[src/rtl/interp_linear.sv]
`default_nettype none
// ============================================================================
//  Module   : interp_linear
//  Purpose  : Linear-interpolating upsampler. Captures one unsigned sample
//             every RATIO fast clocks and ramps the registered output along a
//             straight line from the previous sample to the current one,
//             using an exact quotient/remainder accumulator (no drift).
//  Revision : 1.0  initial release
// ============================================================================
module interp_linear #(
  parameter int WIDTH = 20,
  parameter int RATIO = 50
) (
  input  logic             clock,
  input  logic             reset,
  input  logic [WIDTH-1:0] v_in,
  output logic [WIDTH-1:0] interp_o
);

  localparam int KW = $clog2(RATIO);
  localparam int RW = KW + 1;

  localparam logic        [KW-1:0] c_K_LAST  = KW'(RATIO - 1);
  localparam logic        [RW-1:0] c_RATIO_R = RW'(RATIO);
  localparam logic signed [WIDTH:0] c_RATIO_S = (WIDTH+1)'(RATIO);

  logic        [KW-1:0]    r_k;
  logic        [WIDTH-1:0] r_x_prev;
  logic        [WIDTH-1:0] r_x_cur;
  logic signed [WIDTH:0]   r_dq;
  logic        [KW-1:0]    r_dr;
  logic signed [WIDTH:0]   r_q;
  logic        [KW-1:0]    r_r;
  logic        [WIDTH-1:0] r_out;

  logic signed [WIDTH:0]   w_delta;
  logic signed [WIDTH:0]   w_quot;
  logic signed [WIDTH:0]   w_rem;
  logic signed [WIDTH:0]   w_dq;
  logic        [KW-1:0]    w_dr;
  logic        [RW-1:0]    w_r_sum;
  logic                    w_wrap;
  logic        [KW-1:0]    w_r_next;
  logic signed [WIDTH:0]   w_q_next;
  logic signed [WIDTH+1:0] w_out_sum;

  // Floor-divide the new segment delta by RATIO and step the accumulator.
  always_comb begin
    w_delta   = $signed({1'b0, v_in}) - $signed({1'b0, r_x_cur});
    w_quot    = w_delta / c_RATIO_S;
    w_rem     = w_delta % c_RATIO_S;
    w_dq      = w_quot;
    w_dr      = KW'(w_rem);
    // Truncating division rounds toward zero; pull negative cases down by one.
    if (w_rem < 0) begin
      w_dq = w_quot - 1;
      w_dr = KW'(w_rem + c_RATIO_S);
    end
    w_r_sum   = {1'b0, r_r} + {1'b0, r_dr};
    w_wrap    = (w_r_sum >= c_RATIO_R);
    w_r_next  = w_wrap ? KW'(w_r_sum - c_RATIO_R) : KW'(w_r_sum);
    w_q_next  = r_q + r_dq + $signed({{WIDTH{1'b0}}, w_wrap});
    w_out_sum = $signed({2'b00, r_x_prev}) + $signed({w_q_next[WIDTH], w_q_next});
  end

  // Phase counter, sample capture, accumulator and registered output.
  always_ff @(posedge clock) begin
    if (!reset) begin
      r_k      <= '0;
      r_x_prev <= '0;
      r_x_cur  <= '0;
      r_dq     <= '0;
      r_dr     <= '0;
      r_q      <= '0;
      r_r      <= '0;
      r_out    <= '0;
    end else begin
      r_k <= (r_k == c_K_LAST) ? '0 : r_k + 1'b1;
      if (r_k == '0) begin
        // New segment: output starts exactly at the outgoing sample.
        r_x_prev <= r_x_cur;
        r_x_cur  <= v_in;
        r_dq     <= w_dq;
        r_dr     <= w_dr;
        r_q      <= '0;
        r_r      <= '0;
        r_out    <= r_x_cur;
      end else begin
        r_q      <= w_q_next;
        r_r      <= w_r_next;
        r_out    <= WIDTH'(w_out_sum);
      end
    end
  end

  assign interp_o = r_out;

endmodule
`default_nettype wire

[config.mk]
export PLATFORM = sky130hd
export DESIGN_NAME = interp_linear
export DESIGN_NICKNAME = d
export VERILOG_FILES = /design/src/rtl/interp_linear.sv
export SDC_FILE = /design/constraint.sdc
export NUM_CORES = 1
export LEC_CHECK = 0
export BUFFER_PORTS_ARGS = -buffer_cell sky130_fd_sc_hd__buf_2
export CAP_MARGIN = 25
export CORE_ASPECT_RATIO = 0.6
export CORE_MARGIN = 2
export CORE_UTILIZATION = 55
export DETAILED_ROUTE_END_ITERATION = 8
export PLACE_DENSITY = 0.7
export RECOVER_POWER = 100
export SYNTH_ARGS = -nofsm -noshare
export SYNTH_HDL_FRONTEND = slang
export SYNTH_SLANG_ARGS = --single-unit
[constraint.sdc]
create_clock -name clock -period 38.7 [get_ports clock]
set_clock_uncertainty 0.05 [all_clocks]
set_input_delay 1.935 -clock clock [delete_from_list [all_inputs] [get_ports clock]]
set_output_delay 1.935 -clock clock [all_outputs]
set_load 0.05 [all_outputs]
==> impl_metrics.json <==
{
  "ant_nets": 0,
  "critPathTopFamily": "compound AO/OA/AOI/OAI gates",
  "cts_tree": "built",
  "hpwl_um": 27400,
  "synth_compound_area_share_pct": 32.9,
  "synth_seq_cells": 118,
  "maxSlewViolCount": 147,
  "n_fill_cell": 2100,
  "grt_pass1_vias": 11400,
  "cts_resized": 0,
  "finalCriticalPeriod_ns": 23.11,
  "globalRouteOverflowTotal": 0,
  "synthXorXnorAreaFrac_pct": 10.3,
  "vias": 12700,
  "violations": "capacitance limit, slew limit",
  "ctsHoldBuffers": 0,
  "tightest_slew_ns": 3.72,
  "ys.flop_type": "dfxtp_1",
  "synth-edff-count": 0,
  "final_common_cell": "nand2_1",
  "worstSetupStartpointType": "primary input",
  "clkTransAtPathRegs_ns": 0.05,
  "dieArea_um2": 24700,
  "yosys_warnings": 0,
  "grt_pass1_wl_um": 58700,
  "routed_wl_um": 36000,
  "most-common-layout-cells": "nand2_1 (198), dfxtp_1 (118), a21oi_1 (107)",
  "cpMaxStageDelayCell": "a2111oi_0",
  "hold_violations": 0,
  "cap_violations": 3,
  "fin_crit_sh_pct": 59.7,
  "syn-num-nets": 1779,
  "area_delta_synth_final_pct": 7.28,
  "netlist_instances": 1676,
  "rows": 43,
  "syn-cell-area_um2": 12900,
  "status": "finished, violations left",
  "root_buffer": "clkbuf_16",
  "track_usage_pct": 28.6,
  "die_h_um": 123,
  "core_area_um2": 23100,
  "setup_tns_ns": 0,
  "cpPeakStageDelay_ns": 1.49,
  "path_buf_inv": 6,
  "cp.arrival_ns": 23.39,
  "yosysTopAreaCell": "dfxtp_1",
  "synth_top_family_by_area": "compound AO/OA/AOI/OAI gates",
  "regArea_um2": 2360,
  "async_reset_ff_share_pct": 0,
  "hold_path_class": "register to register",
  "synth_cell_types": 128,
  "drtIter0Drc": 1261,
  "seq_area_frac_synth_pct": 18.3,
  "wl_per_cell_um": 17.9,
  "die_w_um": 202,
  "multiInputGateArea_um2": 9880,
  "cts_buffer_depth": 3,
  "pin_count": 42,
  "cp-end-kind": "register",
  "final_nets": 1789,
  "antenna_found_initial": 3,
  "path_common_cell": "a21oi_1",
  "cts_max_level": 4,
  "grt_max_degree": 108,
  "postCtsSetupBuffers": 0,
  "cts_buffers": 25,
  "drc_errors": 0,
  "worstPathMaxFanout": 29,
  "yosysTopAreaCellShare_pct": 18.3,
  "synthMuxAreaShare_pct": 2.16,
  "detail_route.first_pass.iterations": 6,
  "fmax_mhz": 43.3,
  "synthTopCellsByArea": "dfxtp_1 (18%), ha_1 (7.4%), nand2_1 (5.8%), xnor2_1 (5.6%), a21oi_1 (4.1%)",
  "clk_latency_ns": 0.46,
  "synth.avg_cell_area_um2": 7.69,
  "initial_core_util_pct": 55.9,
  "synth_fa_ha_area_share_pct": 8.32,
  "worstSetupPathType": "primary input to register",
  "synth_simple_gate_area_share_pct": 23.7,
  "portBuffers": 41,
  "gp_congestion": 0.959,
  "max_slew_margin_pct": -148,
  "rsz0062_at_grt": "no",
  "worstPathRequired_ns": 38.98,
  "vias_per_cell": 6.31,
  "finalSetupViolations": 0,
  "clock_sinks": 118,
  "drive_gt1_share_pct": 7.86
}
==> logic make-up after synthesis <==
family,Yosys count
fa+ha+maj,83
buf+inv,134
compound gates,570
mux,26
flops,118
xor+xnor,145
simple gates,600
==> tightest hold or removal path, delay by kind of cell, from the launching register on <==
| kind | cells | cell delay [ns] |
|---|---|---|
| compound gates | 1 | 0.07 |
| flops | 1 | 0.31 |
| simple gates | 1 | 0.05 |
==> final timing paths <==
kind         slack, ns  depth (start not counted)        start     endpoint
min               0.43                          2  r_x_prev[7]  r_x_prev[7]
min reg2reg       0.43                          2  r_x_prev[7]  r_x_prev[7]
max              15.59                         59      v_in[0]     r_dq[13]
max reg2reg      16.87                         56   r_x_cur[7]     r_dq[13]
==> synth_stat cells, types with 47 or more instances <==
cell type  count
ha_1          76
dfxtp_1      118
inv_1         65
a21o_1        56
nor2_1       102
xor2_1        55
nand3_1       47
a21oi_1      106
a21boi_0      52
xnor2_1       83
and2_1        50
o21ai_0       83
nand2_1      199
==> per-layer routing <==
layer	up-vias	global-route usage, %	wire length (µm)
met2	506	40.9	14600
met3	30	5.26	2920
met5	-	0	0
met1	5923	44.5	18200
met4	0	4.69	275
li1	6224	-	-
==> registers in the layout, indices dropped and copies added (netlist names) <==
| name | count |
|---|---|
| r_k | 6 |
| r_q | 20 |
| r_x_prev | 20 |
| r_dr | 6 |
| r_r | 6 |
| interp_o | 20 |
| r_dq | 20 |
| r_x_cur | 20 |
==> metrics by stage <==
stage / worst slack (ns) / hold WS, ns / cells / util [%] / area [µm²]
after global routing: 13.64 / 0.448 / 2009 / 59.9 / 13800
after global placement: 20.40 / 0.408 / 1974 / 57.5 / 13300
after floorplan: 22.70 / 0.385 / 1676 / - / 12900
after CTS: 20.34 / 0.428 / 2007 / 60.5 / 14000
after detailed placement: 19.95 / 0.417 / 1974 / 57.5 / 13300
final: 15.59 / 0.426 / 2009 / 59.9 / 13800
==> area by class of cell <==
cell class	count	area share, %
antenna	2	0.0362
clock buffer	32	5.00
clock inverter	1	0.0362
inverter	68	1.85
multi-input combinational	1424	71.5
sequential	118	17.1
tap	315	2.85
timing repair buffer	49	1.68
Power is not shown: default switching activity piles up to over one toggle a cycle in this logic, so the estimate is an artifact.
